==> src/rtl/mem_stage_lsu_if.sv <==
// mem_stage_lsu_if: req/ack data-memory port between the MEM stage (master) and data memory (slave).
interface mem_stage_lsu_if #(
    parameter int DATA_WIDTH = 32,
    parameter int ADDR_WIDTH = 32
);
    logic                  memReq;
    logic                  memWe;
    logic [ADDR_WIDTH-1:0] memAddr;
    logic [DATA_WIDTH-1:0] memWData;
    logic [DATA_WIDTH-1:0] memRData;
    logic                  memAck;

    modport master (
        output memReq, memWe, memAddr, memWData,
        input  memRData, memAck
    );

    modport slave (
        input  memReq, memWe, memAddr, memWData,
        output memRData, memAck
    );
endinterface

==> src/rtl/mem_stage_lsu.sv <==
// mem_stage_lsu: MEM stage of a 5-stage RISC-V pipeline; drives MEM/WB and a req/ack data-memory port.
// Optional feature macro MEM_TIMEOUT_EN: abort an access after TIMEOUT_CYCLES WAIT cycles without memAck.
module mem_stage_lsu #(
    parameter int DATA_WIDTH     = 32,
    parameter int ADDR_WIDTH     = 32,
    parameter int TIMEOUT_CYCLES = 16
) (
    input  logic                  clk,
    input  logic                  reset,
    input  logic [DATA_WIDTH-1:0] aluResult_EX_MEM,
    input  logic [DATA_WIDTH-1:0] data2_EX_MEM,
    input  logic [DATA_WIDTH-1:0] returnAddr_EX_MEM,
    input  logic [4:0]            rd_EX_MEM,
    input  logic                  regWrite_EX_MEM,
    input  logic                  memWrite_EX_MEM,
    input  logic                  memRead_EX_MEM,
    input  logic                  memToReg_EX_MEM,
    input  logic                  jump_EX_MEM,
    mem_stage_lsu_if.master       mem,
    output logic                  stall_MEM,
    output logic [DATA_WIDTH-1:0] readData_MEM_WB,
    output logic [DATA_WIDTH-1:0] aluResult_MEM_WB,
    output logic [DATA_WIDTH-1:0] returnAddr_MEM_WB,
    output logic [4:0]            rd_MEM_WB,
    output logic                  regWrite_MEM_WB,
    output logic                  memToReg_MEM_WB,
    output logic                  jump_MEM_WB,
    output logic                  memError_MEM_WB
);

    if (TIMEOUT_CYCLES < 2) begin : g_timeout_check
        $error("mem_stage_lsu: TIMEOUT_CYCLES must be >= 2");
    end

    typedef enum logic {S_IDLE, S_WAIT} state_t;

    state_t                state_q, state_d;
    logic                  req_q, req_d;
    logic                  we_q, we_d;
    logic [ADDR_WIDTH-1:0] addr_q, addr_d;
    logic [DATA_WIDTH-1:0] wdata_q, wdata_d;

    logic [DATA_WIDTH-1:0] rdata_q, rdata_d;
    logic [DATA_WIDTH-1:0] alu_q, alu_d;
    logic [DATA_WIDTH-1:0] ret_q, ret_d;
    logic [4:0]            rd_q, rd_d;
    logic                  rw_q, rw_d;
    logic                  m2r_q, m2r_d;
    logic                  jmp_q, jmp_d;
    logic                  err_q, err_d;

    logic access, is_load, in_wait, timeout, done;

    assign access  = memRead_EX_MEM | memWrite_EX_MEM;
    // Both read and write set is illegal; it behaves as a store, so it never returns load data.
    assign is_load = memRead_EX_MEM & ~memWrite_EX_MEM;
    assign in_wait = (state_q == S_WAIT);

`ifdef MEM_TIMEOUT_EN
    localparam int CNT_W = $clog2(TIMEOUT_CYCLES) + 1;

    logic [CNT_W-1:0] cnt_q, cnt_d;

    // An ack in the timeout cycle wins, so the abort requires memAck low.
    assign timeout = in_wait & ~mem.memAck & (cnt_q == CNT_W'(TIMEOUT_CYCLES - 1));

    always_comb begin
        cnt_d = cnt_q;
        if (!in_wait) begin
            cnt_d = '0;
        end else if (!mem.memAck) begin
            cnt_d = cnt_q + 1'b1;
        end
    end

    always_ff @(posedge clk) begin
        if (!reset) begin
            cnt_q <= '0;
        end else begin
            cnt_q <= cnt_d;
        end
    end
`else
    assign timeout = 1'b0;
`endif

    assign done      = in_wait & (mem.memAck | timeout);
    assign stall_MEM = reset & ((~in_wait & access) | (in_wait & ~done));

    always_comb begin
        state_d = state_q;
        req_d   = req_q;
        we_d    = we_q;
        addr_d  = addr_q;
        wdata_d = wdata_q;
        // Default is a bubble: controls cleared, data fields and rd hold.
        rw_d    = 1'b0;
        m2r_d   = 1'b0;
        jmp_d   = 1'b0;
        err_d   = 1'b0;
        rd_d    = rd_q;
        alu_d   = alu_q;
        ret_d   = ret_q;
        rdata_d = rdata_q;

        case (state_q)
            S_IDLE: begin
                if (access) begin
                    state_d = S_WAIT;
                    req_d   = 1'b1;
                    we_d    = memWrite_EX_MEM;
                    addr_d  = aluResult_EX_MEM[ADDR_WIDTH-1:0];
                    wdata_d = data2_EX_MEM;
                end else begin
                    rw_d    = regWrite_EX_MEM;
                    m2r_d   = memToReg_EX_MEM;
                    jmp_d   = jump_EX_MEM;
                    rd_d    = rd_EX_MEM;
                    alu_d   = aluResult_EX_MEM;
                    ret_d   = returnAddr_EX_MEM;
                    rdata_d = '0;
                end
            end
            S_WAIT: begin
                if (done) begin
                    // EX/MEM is frozen by the stall, so it still holds the accessing instruction.
                    state_d = S_IDLE;
                    req_d   = 1'b0;
                    rw_d    = regWrite_EX_MEM & ~timeout;
                    m2r_d   = memToReg_EX_MEM;
                    jmp_d   = jump_EX_MEM;
                    err_d   = timeout;
                    rd_d    = rd_EX_MEM;
                    alu_d   = aluResult_EX_MEM;
                    ret_d   = returnAddr_EX_MEM;
                    rdata_d = (is_load & mem.memAck) ? mem.memRData : '0;
                end
            end
            default: begin
                state_d = S_IDLE;
                req_d   = 1'b0;
            end
        endcase
    end

    always_ff @(posedge clk) begin
        if (!reset) begin
            state_q <= S_IDLE;
            req_q   <= 1'b0;
            we_q    <= 1'b0;
            addr_q  <= '0;
            wdata_q <= '0;
            rdata_q <= '0;
            alu_q   <= '0;
            ret_q   <= '0;
            rd_q    <= '0;
            rw_q    <= 1'b0;
            m2r_q   <= 1'b0;
            jmp_q   <= 1'b0;
            err_q   <= 1'b0;
        end else begin
            state_q <= state_d;
            req_q   <= req_d;
            we_q    <= we_d;
            addr_q  <= addr_d;
            wdata_q <= wdata_d;
            rdata_q <= rdata_d;
            alu_q   <= alu_d;
            ret_q   <= ret_d;
            rd_q    <= rd_d;
            rw_q    <= rw_d;
            m2r_q   <= m2r_d;
            jmp_q   <= jmp_d;
            err_q   <= err_d;
        end
    end

    assign mem.memReq   = req_q;
    assign mem.memWe    = we_q;
    assign mem.memAddr  = addr_q;
    assign mem.memWData = wdata_q;

    assign readData_MEM_WB   = rdata_q;
    assign aluResult_MEM_WB  = alu_q;
    assign returnAddr_MEM_WB = ret_q;
    assign rd_MEM_WB         = rd_q;
    assign regWrite_MEM_WB   = rw_q;
    assign memToReg_MEM_WB   = m2r_q;
    assign jump_MEM_WB       = jmp_q;
    assign memError_MEM_WB   = err_q;

endmodule
==> src/flat_wrapper.sv <==
// flat-port wrapper written by rule: the top's interface ports become plain ports
module mem_stage_lsu_flat 
#(
    parameter int DATA_WIDTH     = 32,
    parameter int ADDR_WIDTH     = 32,
    parameter int TIMEOUT_CYCLES = 16
)
  (clk, reset, aluResult_EX_MEM, data2_EX_MEM, returnAddr_EX_MEM, rd_EX_MEM, regWrite_EX_MEM, memWrite_EX_MEM, memRead_EX_MEM, memToReg_EX_MEM, jump_EX_MEM, stall_MEM, readData_MEM_WB, aluResult_MEM_WB, returnAddr_MEM_WB, rd_MEM_WB, regWrite_MEM_WB, memToReg_MEM_WB, jump_MEM_WB, memError_MEM_WB, mem_memReq, mem_memWe, mem_memAddr, mem_memWData, mem_memRData, mem_memAck);
  mem_stage_lsu_if #(.DATA_WIDTH(DATA_WIDTH), .ADDR_WIDTH(ADDR_WIDTH)) mem_i ();
  input  logic clk;
  input  logic reset;
  input  logic [DATA_WIDTH-1:0] aluResult_EX_MEM;
  input  logic [DATA_WIDTH-1:0] data2_EX_MEM;
  input  logic [DATA_WIDTH-1:0] returnAddr_EX_MEM;
  input  logic [4:0] rd_EX_MEM;
  input  logic regWrite_EX_MEM;
  input  logic memWrite_EX_MEM;
  input  logic memRead_EX_MEM;
  input  logic memToReg_EX_MEM;
  input  logic jump_EX_MEM;
  output logic stall_MEM;
  output logic [DATA_WIDTH-1:0] readData_MEM_WB;
  output logic [DATA_WIDTH-1:0] aluResult_MEM_WB;
  output logic [DATA_WIDTH-1:0] returnAddr_MEM_WB;
  output logic [4:0] rd_MEM_WB;
  output logic regWrite_MEM_WB;
  output logic memToReg_MEM_WB;
  output logic jump_MEM_WB;
  output logic memError_MEM_WB;
  output wire logic [$bits(mem_i.memReq)-1:0] mem_memReq;
  output wire logic [$bits(mem_i.memWe)-1:0] mem_memWe;
  output wire logic [$bits(mem_i.memAddr)-1:0] mem_memAddr;
  output wire logic [$bits(mem_i.memWData)-1:0] mem_memWData;
  input wire logic [$bits(mem_i.memRData)-1:0] mem_memRData;
  input wire logic [$bits(mem_i.memAck)-1:0] mem_memAck;
  assign mem_memReq = mem_i.memReq;
  assign mem_memWe = mem_i.memWe;
  assign mem_memAddr = mem_i.memAddr;
  assign mem_memWData = mem_i.memWData;
  assign mem_i.memRData = mem_memRData;
  assign mem_i.memAck = mem_memAck;
  mem_stage_lsu #(.DATA_WIDTH(DATA_WIDTH), .ADDR_WIDTH(ADDR_WIDTH), .TIMEOUT_CYCLES(TIMEOUT_CYCLES)) u_core (.clk(clk), .reset(reset), .aluResult_EX_MEM(aluResult_EX_MEM), .data2_EX_MEM(data2_EX_MEM), .returnAddr_EX_MEM(returnAddr_EX_MEM), .rd_EX_MEM(rd_EX_MEM), .regWrite_EX_MEM(regWrite_EX_MEM), .memWrite_EX_MEM(memWrite_EX_MEM), .memRead_EX_MEM(memRead_EX_MEM), .memToReg_EX_MEM(memToReg_EX_MEM), .jump_EX_MEM(jump_EX_MEM), .mem(mem_i), .stall_MEM(stall_MEM), .readData_MEM_WB(readData_MEM_WB), .aluResult_MEM_WB(aluResult_MEM_WB), .returnAddr_MEM_WB(returnAddr_MEM_WB), .rd_MEM_WB(rd_MEM_WB), .regWrite_MEM_WB(regWrite_MEM_WB), .memToReg_MEM_WB(memToReg_MEM_WB), .jump_MEM_WB(jump_MEM_WB), .memError_MEM_WB(memError_MEM_WB));
endmodule
==> config.mk <==
export PLATFORM = sky130hd
export DESIGN_NAME = mem_stage_lsu_flat
export DESIGN_NICKNAME = d
export VERILOG_FILES = /design/src/rtl/mem_stage_lsu_if.sv /design/src/rtl/mem_stage_lsu.sv /design/src/flat_wrapper.sv
export SDC_FILE = /design/constraint.sdc
export NUM_CORES = 1
export LEC_CHECK = 0
export ABC_CLOCK_PERIOD_IN_PS = 2000
export BUFFER_PORTS_ARGS = -buffer_cell sky130_fd_sc_hd__buf_2
export CORE_MARGIN = 5
export CORE_UTILIZATION = 33
export CTS_CLUSTER_DIAMETER = 60
export DETAILED_ROUTE_END_ITERATION = 10
export MAX_ROUTING_LAYER = met4
export PLACE_DENSITY = 0.67
export SLEW_MARGIN = 5
export SYNTH_ARGS = -nofsm -noshare
export SYNTH_HDL_FRONTEND = slang
export SYNTH_SLANG_ARGS = --single-unit
export TNS_END_PERCENT = 20
==> constraint.sdc <==
create_clock -name clk -period 2 [get_ports clk]
set_input_delay 0 -clock clk [delete_from_list [all_inputs] [get_ports clk]]
set_output_delay 0 -clock clk [all_outputs]
set_load 0.05 [all_outputs]
Yosys cells after proc, flatten, opt, wreduce, memory -nomap -nowiden
Cells that the tools add are included.

Register bits: 171. Input bits: 141. Output and inout bits: 172. Logic and storage cells: 57.

Equal/unequal tests: 3. Muxes and demuxes: 28. Bitwise logic cells: 11. Reductions and logical operators: 3.

Operators with widths (number): 32-bit 2-to-1 mux (7); 32-bit one-hot mux with 2 select lines (3); 1-bit 2-to-1 mux (10); 5-bit 2-to-1 mux (2); 1-bit one-hot mux with 2 select lines (5); 5-bit one-hot mux with 2 select lines (1); 1-bit bitwise AND (6); 2-bit AND reduction (3); 2-bit != test (second input constant) (2); 1-bit NOT (3); 2-bit by 1-bit != test with 1-bit output (second input constant) (1); 1-bit OR (2).

Depth between registers and ports, before layout
Gate-level depths: netlist of run 1.

Depth after elaboration: 6. Depth in mapped cells: 5. Mapped depth without buffers: 3.

Worst setup path after synthesis of run 1
Ideal clock, no wire load.

Kind: reg2reg. Start: register u_core.state_q, in the netlist u_core.in_wait. End: register u_core.alu_q[26], in the netlist u_core.aluResult_MEM_WB[26]. Setup time: 0.117 ns. Data arrival time: 1.353 ns. Required time: 1.883 ns. Slack: 0.530 ns. Stages on the path, launching flop included: 5. Path buffers: 1. Clock period less this slack: 1.470 ns. Cells stage by stage: dfxtp_1 or3_1 and3_4 buf_2 a22o_1.

Cells in the longest elaborated chain, start to end: 3. Elaborated cells on any way between the ends: 6. Those cells by class: 2 x eq/ne; 1 x mux; 2 x bitwise; 1 x reduce/logical.

RTL lines: start: declaration (line mem_stage_lsu.sv:37) `state_t state_q, state_d;`; start signal: assignment (line mem_stage_lsu.sv:162) `state_q <= state_d;`; 1-bit bitwise AND / 1-bit NOT (equally long branches); 2-bit != test (no line); 2-bit AND reduction (no line); end signal: assignment (line mem_stage_lsu.sv:168) `alu_q <= alu_d;`; end: declaration (line mem_stage_lsu.sv:44) `logic [DATA_WIDTH-1:0] alu_q, alu_d;`.

Parallel ways exist; a longest one is shown, timed or not. A chain may end at the register's enable or synchronous reset.

Worst setup path after layout of run 1
Start: register u_core.state_q, in the netlist u_core.in_wait. End: output port stall_MEM.

Cells in the longest elaborated chain, start to end: 5. Elaborated cells on any way between the ends: 7. Those cells by class: 7 x bitwise.

RTL lines: 1-bit bitwise AND (line mem_stage_lsu.sv:87) `assign done = in_wait & (mem.memAck | timeout);`; 1-bit NOT (line mem_stage_lsu.sv:88) `assign stall_MEM = reset & ((~in_wait & access) | (in_wait & ~done));`; 1-bit bitwise AND (line mem_stage_lsu.sv:88); 1-bit OR * (line mem_stage_lsu.sv:88); 1-bit bitwise AND * (line mem_stage_lsu.sv:88); end: declaration (line flat_wrapper.sv:21) `output logic stall_MEM;`.

Every way passes the cells marked *; elsewhere a longest branch is shown, timed or not.

==> results of run 1 <==
[final cells by class]
class,instances,share of cell area
sequential,171,0.365
tap,220,0.0293
clock buffer,19,0.0472
inverter,1,0.000400
multi-input combinational,310,0.212
timing repair buffer,463,0.331
clock inverter,13,0.0143
[through the flow]
stage                     cell area [um2]  setup slack, ns  utilization
after floorplan                      5660            0.530            -
after global placement               7360            0.416        0.441
after detailed placement             7360            0.381        0.441
after CTS                            9370           0.0173        0.561
after global routing                 9380           0.0371        0.562
final                                9380            0.133        0.562
[tightest hold or removal path, cell delays in order]
cell and delay, ns:
sky130_fd_sc_hd__buf_2 0.15, sky130_fd_sc_hd__inv_1 0.06, sky130_fd_sc_hd__o21ai_0 0.06, sky130_fd_sc_hd__a21boi_0 0.14
[repair_timing]
| item | 4_1_cts | 5_1_grt |
|---|---|---|
| hold buffers | 143 | 0 |
| resized for setup | 0 | 2 |
| setup endpoints to repair | 0 | 3 |
| endpoints found under the hold margin | 169 | 0 |
[worst max path at each step]
| stage | endpoint | slack, ns | cells past startpoint |
|---|---|---|---|
| 3_3_place_gp | u_core.aluResult_MEM_WB[9] | 0.42 | 4 |
| 4_1_cts | u_core.mem.memWData[16] | 0.02 | 5 |
| 3_5_place_dp | u_core.aluResult_MEM_WB[28] | 0.38 | 4 |
| 2_1_floorplan | u_core.aluResult_MEM_WB[26] | 0.53 | 4 |
| 6_report | stall_MEM | 0.13 | 4 |
| 5_1_grt | stall_MEM | 0.04 | 4 |
[cells in the final DEF, fill, tap and decap left out, types with 3 or more instances in the layout]
cell	Yosys	final
sky130_fd_sc_hd__and2_1	3	3
sky130_fd_sc_hd__dlygate4sd3_1	0	143
sky130_fd_sc_hd__nand2_1	130	130
sky130_fd_sc_hd__buf_2	7	311
sky130_fd_sc_hd__a21boi_0	64	63
sky130_fd_sc_hd__clkinv_4	0	3
sky130_fd_sc_hd__dfxtp_1	171	171
sky130_fd_sc_hd__a22o_1	101	101
sky130_fd_sc_hd__clkbuf_16	0	17
sky130_fd_sc_hd__buf_4	8	4
sky130_fd_sc_hd__inv_6	0	4
sky130_fd_sc_hd__buf_12	0	4
[cell families (layout without fill, tap and decap cells)]
| group | after synthesis | count (layout) | share of synthesized area |
|---|---|---|---|
| buffers and inverters | 45 | 496 | 0.0487 |
| other | 1 | 1 | 0.000663 |
| AO/OA/AOI/OAI | 171 | 171 | 0.250 |
| flip-flops | 171 | 171 | 0.605 |
| AND/OR/NAND/NOR | 138 | 138 | 0.0958 |
[synth_stat cells (all sizes together)]
library cell / instances / area [um2]
o21bai: 1 / 7.51
inv: 1 / 3.75
buf: 34 / 234
nor3: 1 / 5.00
and2: 3 / 18.8
nand2b: 1 / 6.26
o211a: 1 / 10.0
and3: 2 / 17.5
o21ai: 1 / 5.00
nand2: 130 / 488
dfxtp: 171 / 3420
or3: 1 / 6.26
a21boi: 66 / 495
conb: 1 / 3.75
clkbuf: 10 / 37.5
a22o: 101 / 885
o21ba: 1 / 10.0
[power breakdown]
group	switching (W)	total, W	leakage (nW)	internal [W]
Clock	0.00146	0.00324	0.279	0.00179
Sequential	0.000102	0.00371	1.40	0.00361
Combinational	0.00120	0.00180	2.87	0.000604
[state kept, by name, indices dropped and copies added, names as in the netlist]
| name | flops |
|---|---|
| u_core.aluResult_MEM_WB | 32 |
| u_core.in_wait | 1 |
| u_core.jump_MEM_WB | 1 |
| u_core.mem.memAddr | 32 |
| u_core.mem.memReq | 1 |
| u_core.mem.memWData | 32 |
| u_core.mem.memWe | 1 |
| u_core.memToReg_MEM_WB | 1 |
| u_core.rd_MEM_WB | 5 |
| u_core.readData_MEM_WB | 32 |
| u_core.regWrite_MEM_WB | 1 |
| u_core.returnAddr_MEM_WB | 32 |
[layer usage]
| metal | vias up | GRT usage |
|---|---|---|
| li1 | 2712 | - |
| met1 | 2683 | 0.217 |
| met2 | 240 | 0.335 |
| met5 | - | - |
| met4 | 0 | 0.0903 |
| met3 | 43 | 0.0508 |
==> impl_metrics.json, run 1 <==
{
  "hold_path.class": "input pin to register",
  "final_period_minus_worst_setup_slack_ns": 1.87,
  "routed.top_layer": "met4",
  "postSynthRegisterBits": 171,
  "syn_nets": 667,
  "detail-route-antenna-nets": 0,
  "clk_path_buf_depth": 2,
  "hold_path.startpoint": "memRead_EX_MEM",
  "fp.dieW_um": 141,
  "critPathBufInv": 2,
  "number_of_synthesis_warnings": 0,
  "timing.reg2reg.setup_slack_ns": 0.14,
  "final_cells": 1197,
  "design.core.area_um2": 16700,
  "crit_path_cell_trace": "or3_1 > and3_4 > buf_6 > buf_2",
  "insertedDiodeCount": 0,
  "worst_ep_arrival_time_ns": 1.87,
  "ctsHtreeMaxLevel": 4,
  "critPathSlowestCell": "sky130_fd_sc_hd__dfxtp_1",
  "worst_hold_path.num_cells": 4,
  "crit_path_end_kind": "output port",
  "grt_setup_unrepaired": "false",
  "clock_tree_from_tritoncts": "built",
  "first_iter_violations": 259,
  "cts-root-buf": "sky130_fd_sc_hd__clkbuf_16",
  "final_net_count": 1105,
  "boundaryPins": 313,
  "sequential_cell_area_um2": 3420,
  "worst_skew_pair.late_latency_ns": 0.42,
  "die_height_um": 141,
  "post-route-period-util": 0.933,
  "multiInputGateArea_um2": 1990,
  "initial_core_util": 0.339,
  "postCtsSetupRepairBufs": 0,
  "cp_startpoint": "u_core.in_wait",
  "syn_area_per_cell_um2": 10.8,
  "drt_drc_violations_left": 0,
  "report.final.setup_viol": 0,
  "netlist_area_um2": 5660,
  "hpwl_reported_at_the_end_of_detailed_placement_um": 12000,
  "syn_inst": 526,
  "report.final.slew_viol_count": 0,
  "holdWs_ns": 0.0390,
  "critical_path.max_stage_delay_ns": 0.40,
  "timing.hold.worst_endpoint": "u_core.mem.memWe",
  "max-vdd-ir-drop_v": 0.000675,
  "track_usage": 0.197,
  "clock_sinks": 171,
  "gp_congestion": 0.790,
  "yosysSeqAreaShare": 0.605,
  "layout-drive-gt1-share": 0.364,
  "wl_met1_um": 8000,
  "wl_per_cell_um": 16.4,
  "totalNegativeSetupSlack_ns": 0,
  "area_growth_syn_to_layout_pct": 65.8,
  "initial_antenna_violation_count": 0,
  "static-leakage-power_nw": 4.55,
  "reg2reg_from": "u_core.in_wait",
  "r2r-end": "u_core.mem.memWData[16]",
  "skew_ns": 0.00747,
  "dr.pass1.iters": 4,
  "grt_first_pass_wirelength_um": 30800,
  "number_of_global_route_vias_before_repair": 5860,
  "via_per_inst": 4.74,
  "timing.critical_path.fanout_max": 33,
  "die_area_um2": 19900,
  "grt_max_degree": 73,
  "rr_worst_depth": 5,
  "wl_um": 19600,
  "cpLargestDelayFamily": "buffers and inverters",
  "cp-start-kind": "register",
  "place_inst": 1022,
  "power_per_cell_area_nw_per_um2": 933,
  "run_status": "complete, no violations",
  "max_capacitance_violation_total": 0,
  "met3_wirelength_um": 1280,
  "placement_rows": 47,
  "timing.setup.critical_path_class": "register to output port",
  "tritoncts_buffer_count": 17,
  "dr_total_vias": 5678,
  "achievable-frequency_ghz": 0.536,
  "port-buffer-count": 311,
  "timing.critical_path.required_ns": 2.00,
  "grt_overflow": 0,
  "yosys.cell_types.count": 22,
  "final_hold_violating_endpoints": 0,
  "path_clk_slew_ns": 0.07,
  "final_power_w": 0.00876,
  "met2_wirelength_um": 9660,
  "fill_cells": 1390
}
(Power assumes the default switching activity.)
==> inputs of run 2 (changes only) <==
--- a/config.mk
+++ b/config.mk
@@ -6,13 +6,13 @@
 export NUM_CORES = 1
 export LEC_CHECK = 0
 export ABC_CLOCK_PERIOD_IN_PS = 2000
-export BUFFER_PORTS_ARGS = -buffer_cell sky130_fd_sc_hd__buf_2
 export CORE_MARGIN = 5
 export CORE_UTILIZATION = 33
 export CTS_CLUSTER_DIAMETER = 60
 export DETAILED_ROUTE_END_ITERATION = 10
+export DONT_BUFFER_PORTS = 1
 export MAX_ROUTING_LAYER = met4
-export PLACE_DENSITY = 0.67
+export PLACE_DENSITY = 0.52
 export SLEW_MARGIN = 5
 export SYNTH_ARGS = -nofsm -noshare
 export SYNTH_HDL_FRONTEND = slang
==> run 2 against run 1 <==
  * Count of clock-buffer cells in the layout decreased by 1
  * Critical path type unchanged
  * Global-route usage is 1.3 points lower
  * Non-clock buffer count down 298
  * Cell count is 25% lower
  * Clock skew up 0.0020 ns
  * First-iteration DRC count decreased by 22%
==> impl_metrics.json, run 2 (synthesized netlist as in run 1, its figures left out) <==
{
  "run_status": "complete, no violations",
  "timing.setup.critical_path_class": "register to output port",
  "max-vdd-ir-drop_v": 0.000562,
  "post-route-period-util": 0.897,
  "port-buffer-count": 0,
  "drt_drc_violations_left": 0,
  "grt_setup_unrepaired": "false",
  "die_area_um2": 19900,
  "ctsHtreeMaxLevel": 4,
  "layout.cells.most_common": "sky130_fd_sc_hd__dfxtp_1",
  "placement_rows": 47,
  "final_net_count": 809,
  "gp_congestion": 0.822,
  "tritoncts_buffer_count": 17,
  "critical_path.max_stage_delay_ns": 0.46,
  "dr_total_vias": 4593,
  "number_of_global_route_vias_before_repair": 4746,
  "crit_path_end_kind": "output port",
  "power_per_cell_area_nw_per_um2": 1090,
  "critPathBufInv": 1,
  "path_clk_slew_ns": 0.06,
  "track_usage": 0.184,
  "achievable-frequency_ghz": 0.557,
  "design.core.area_um2": 16700,
  "first_iter_violations": 201,
  "grt_first_pass_wirelength_um": 27800,
  "via_per_inst": 5.10,
  "final_hold_violating_endpoints": 0,
  "final_power_w": 0.00866,
  "worst_ep_arrival_time_ns": 1.79,
  "clk_path_buf_depth": 2,
  "cpLargestDelayFamily": "simple AND/OR/NAND/NOR gates",
  "skew_ns": 0.00946,
  "clock_tree_from_tritoncts": "built",
  "crit_path_cell_trace": "or3_4 > and3_4 > buf_4",
  "area_growth_syn_to_layout_pct": 40.7,
  "dr.pass1.iters": 4,
  "fill_cells": 1468,
  "boundaryPins": 313,
  "hpwl_reported_at_the_end_of_detailed_placement_um": 11100,
  "worst_skew_pair.late_latency_ns": 0.42,
  "postCtsSetupRepairBufs": 0,
  "hold_path.class": "input pin to register",
  "initial_antenna_violation_count": 0,
  "most-common-layout-cells": "171 x sky130_fd_sc_hd__dfxtp_1, 139 x sky130_fd_sc_hd__dlygate4sd3_1, 130 x sky130_fd_sc_hd__nand2_1, 101 x sky130_fd_sc_hd__a22o_1, 63 x sky130_fd_sc_hd__a21boi_0",
  "report.final.slew_viol_count": 0,
  "final.setup.worst_slack_ns": 0.206,
  "max_capacitance_violation_total": 0,
  "dp_slack_ns": 0.0209,
  "timing.critical_path.required_ns": 2.00,
  "cts-root-buf": "sky130_fd_sc_hd__clkbuf_16",
  "actual_transition_at_the_worst_max_transition_pin_ns": 0.673,
  "cp-start-kind": "register",
  "clock_sinks": 171,
  "wl_per_cell_um": 20.4,
  "critPathSlowestCell": "sky130_fd_sc_hd__and3_4",
  "initial_core_util": 0.339,
  "grt_overflow": 0,
  "grt_max_degree": 68,
  "timing.critical_path.fanout_max": 26,
  "detail-route-antenna-nets": 0,
  "max_slew_margin": 0.551,
  "wl_um": 18400,
  "die_height_um": 141,
  "final_period_minus_worst_setup_slack_ns": 1.79,
  "report.final.setup_viol": 0,
  "layout-drive-gt1-share": 0.0941,
  "totalNegativeSetupSlack_ns": 0,
  "fp.dieW_um": 141,
  "static-leakage-power_nw": 3.19
}
-- run 2: cell types whose count changed in the layout (fill, tap and decap cells not counted), moves of 2 or more --
| cell | delta |
|---|---|
| sky130_fd_sc_hd__dlygate4sd3_1 | -4 |
| sky130_fd_sc_hd__bufinv_16 | +2 |
| sky130_fd_sc_hd__buf_4 | +18 |
| sky130_fd_sc_hd__buf_2 | -311 |
-- run 2: per-layer routing --
metal | share of wire | vias to the layer above | global-route usage
met5 | 0 | - | -
met4 | 0.010 | 0 | 0.0484
met3 | 0.11 | 16 | 0.0762
met2 | 0.48 | 270 | 0.297
met1 | 0.40 | 2190 | 0.214
li1 | - | 2117 | -
-- run 2: cell type report --
class / count / area (um2) / share of cell area
well taps: 220 / 275 / 0.0346
clock inverters: 13 / 180 / 0.0226
repair buffers: 165 / 1640 / 0.206
diodes: 1 / 2.50 / 0.000314
flip-flops and latches: 171 / 3420 / 0.430
clock buffers: 18 / 429 / 0.0539
inverters: 1 / 3.75 / 0.000472
multi-input cells: 312 / 2010 / 0.252
-- run 2: worst paths after layout --
kind,startpoint,to,slack [ns],cells past startpoint
worst min register to register,u_core.mem.memAddr[4],u_core.mem.memAddr[4],0.46,2
worst min-delay path,mem_memAck,u_core.mem.memReq,0.08,3
worst max register to register,u_core.in_wait,u_core.readData_MEM_WB[10],0.35,3
worst max-delay path,u_core.in_wait,stall_MEM,0.21,3
-- run 2: tightest hold or removal path, delay by kind of cell --
family	cells	cell delay [ns]
compound gates	1	0.12
buf+inv	1	0.21
simple gates	1	0.13
-- run 2: repair_timing --
item                       CTS  global route
resized for setup            2             0
hold buffers               140             0
hold endpoints to repair   171             0
setup endpoints to repair    3             0
-- run 2: power breakdown --
part	total [W]	switching, W	internal [W]	leakage, nW
Clock	0.00342	0.00142	0.00200	0.297
Combinational	0.000849	0.000450	0.000399	1.49
Sequential	0.00439	0.000783	0.00361	1.40
Total	0.00866	0.00265	0.00601	3.19
-- run 2: per-stage QoR --
stage	instance area (um2)	hold WS, ns	cells	util
4_1_cts	7960	0.0771	900	0.476
3_5_place_dp	5910	0.129	727	0.354
2_1_floorplan	5660	0.122	526	-
5_1_grt	7960	0.0946	900	0.476
3_3_place_gp	5910	0.125	727	0.354
6_report	7960	0.0836	901	0.477
==> inputs of run 3 (changes only) <==
--- a/config.mk
+++ b/config.mk
@@ -11,7 +11,7 @@
 export CTS_CLUSTER_DIAMETER = 60
 export DETAILED_ROUTE_END_ITERATION = 10
 export DONT_BUFFER_PORTS = 1
-export MAX_ROUTING_LAYER = met4
+export GPL_TIMING_DRIVEN = 0
 export PLACE_DENSITY = 0.52
 export SLEW_MARGIN = 5
 export SYNTH_ARGS = -nofsm -noshare
==> run 3 against run 2 <==
  * Hold slack worse by 0.071 ns
  * Via count down 0.13%
  * Utilization down 0.10 points
  * Global-route usage down 0.38 points
  * Routed wire length up 2.6%
  * Critical path type is now input pin to register
  * Non-clock buffer count up 21
  * Clock skew up 0.00082 ns
  * Die area unchanged
==> impl_metrics.json, run 3 (synthesized netlist as in run 1, its figures left out) <==
{
  "clock_sinks": 171,
  "gate_power_share": 0.089,
  "static-leakage-power_nw": 3.17,
  "crit_path_end_kind": "register",
  "achievable-frequency_ghz": 0.584,
  "post-route-period-util": 0.856,
  "hpwl_reported_at_the_end_of_detailed_placement_um": 13000,
  "fin_util": 0.476,
  "die_height_um": 141,
  "netSwitchingFraction": 0.319,
  "skew_ns": 0.0103,
  "layout-drive-gt1-share": 0.0843,
  "fill_cells": 1516,
  "final_power_w": 0.00848,
  "design.core.area_um2": 16700,
  "fp.dieW_um": 141,
  "initial_antenna_violation_count": 0,
  "die_area_um2": 19900,
  "hold_path.class": "input pin to register",
  "grt_overflow": 0,
  "track_usage": 0.181,
  "crit_path_cell_trace": "dlygate4sd3_1 > nand2_1 > dlygate4sd3_1 > nor3_2 > buf_2 > a22o_1",
  "grt_setup_unrepaired": "false",
  "clk_path_buf_depth": 2,
  "timing.critical_path.fanout_max": 10,
  "max_slew_margin": 0.601,
  "run_status": "complete, no violations",
  "detail-route-antenna-nets": 0,
  "clock_tree_from_tritoncts": "built",
  "final_area_um2": 7940,
  "worst_skew_pair.late_latency_ns": 0.41,
  "grt_max_degree": 18,
  "crit_path_frequent_cell": "sky130_fd_sc_hd__dlygate4sd3_1",
  "report.final.setup_viol": 0,
  "final_period_minus_worst_setup_slack_ns": 1.71,
  "power_frac_seq": 0.528,
  "initial_core_util": 0.339,
  "dr.pass1.iters": 5,
  "power.clock.fraction": 0.383,
  "power_per_cell_area_nw_per_um2": 1070,
  "max_capacitance_violation_total": 0,
  "wl_per_cell_um": 20.5,
  "final_hold_violating_endpoints": 0,
  "max-vdd-ir-drop_v": 0.000527,
  "first_iter_violations": 149,
  "timing.critical_path.required_ns": 2.35,
  "timing.setup.critical_path_class": "input pin to register",
  "boundaryPins": 313,
  "port-buffer-count": 0,
  "tritoncts_buffer_count": 17,
  "wl_um": 18800,
  "final_net_count": 828,
  "ctsHtreeMaxLevel": 4,
  "number_of_global_route_vias_before_repair": 4862,
  "area_growth_syn_to_layout_pct": 40.4,
  "totalNegativeSetupSlack_ns": 0,
  "cellInternalPower_w": 0.00577,
  "report.final.slew_viol_count": 0,
  "layout.cells.most_common": "sky130_fd_sc_hd__dfxtp_1",
  "via_per_inst": 4.99,
  "p_sw_w": 0.00271,
  "insertedDiodeCount": 0,
  "gp_congestion": 0.844,
  "actual_transition_at_the_worst_max_transition_pin_ns": 0.598,
  "critical_path.max_stage_delay_ns": 0.56,
  "drt_drc_violations_left": 0,
  "path_clk_slew_ns": 0.07,
  "cp-start-kind": "input pin",
  "post_dp_cell_area_um2": 5930,
  "critPathSlowestCell": "sky130_fd_sc_hd__dlygate4sd3_1",
  "worst_ep_arrival_time_ns": 2.06,
  "grt_first_pass_wirelength_um": 28000,
  "most-common-layout-cells": "171 x sky130_fd_sc_hd__dfxtp_1, 142 x sky130_fd_sc_hd__dlygate4sd3_1, 130 x sky130_fd_sc_hd__nand2_1, 101 x sky130_fd_sc_hd__a22o_1, 64 x sky130_fd_sc_hd__a21boi_0",
  "dr_total_vias": 4587,
  "placement_rows": 47,
  "cts-root-buf": "sky130_fd_sc_hd__clkbuf_16"
}
-- run 3: cell types whose count changed in the layout (fill, tap and decap cells not counted), sizes merged --
cell,before,now
diode,1,0
and3,4,2
dlygate4sd3,139,142
clkbuf,18,27
buf,26,34
inv,7,8
clkinvlp,1,3
clkinv,3,4
bufinv,3,1
-- run 3: per-stage QoR --
| stage | setup slack (ns) | instances | hold slack (ns) |
|---|---|---|---|
| floorplan | 0.530 | 526 | 0.122 |
| global placement | 0.0972 | 746 | 0.126 |
| detailed placement | 0.0362 | 746 | 0.129 |
| CTS | 0.0241 | 918 | 0.0146 |
| global route | 0.140 | 920 | 0.0438 |
| finish | 0.287 | 920 | 0.0123 |
-- run 3: path summary, 6_finish.rpt --
| path | startpoint | depth (start not counted) | endpoint | slack, ns |
|---|---|---|---|---|
| hold reg to reg | u_core.in_wait | 2 | u_core.mem.memWe | 0.65 |
| setup / recovery | memRead_EX_MEM | 6 | u_core.readData_MEM_WB[5] | 0.29 |
| setup reg to reg | u_core.in_wait | 5 | u_core.aluResult_MEM_WB[18] | 0.32 |
| hold / removal | memRead_EX_MEM | 4 | u_core.mem.memWData[31] | 0.01 |
-- run 3: layer usage --
layer  vias up  GRT usage  part of all wire
li1       2171          -                 -
met4         0     0.0495             0.014
met5         -          0                 0
met2       230      0.316              0.50
met3        19     0.0840              0.10
met1      2167      0.197              0.39
-- run 3: repair_timing --
action,in CTS,in global routing
gates resized for setup,0,1
hold buffers,140,2
endpoints found under the setup margin,0,30
setup buffers,0,0
hold endpoints to repair,171,2
-- run 3: power groups by stage --
stage | sequential [W] | clock (W) | combinational [W]
detailed placement | 0.00456 | 0 | 0.000509
global placement | 0.00456 | 0 | 0.000487
CTS | 0.00448 | 0.00332 | 0.000751
floorplan | 0.00449 | 0 | 0.000390
global route | 0.00450 | 0.00345 | 0.000834
finish | 0.00448 | 0.00324 | 0.000755
-- run 3: critical path: cells and delay by family --
kind,cells,cell delay [ns]
simple gates,2,0.47
buf+inv,3,1.42
compound gates,1,0.17
-- run 3: cell type report --
class	count	area [um2]	share of cell area
buffer	44	272	0.0342
clock buffer	17	425	0.0536
multi-input combinational	310	1960	0.247
timing repair buffer	142	1420	0.179
clock inverter	15	159	0.0200
inverter	1	3.75	0.000473
sequential	171	3420	0.431
tap	220	275	0.0347
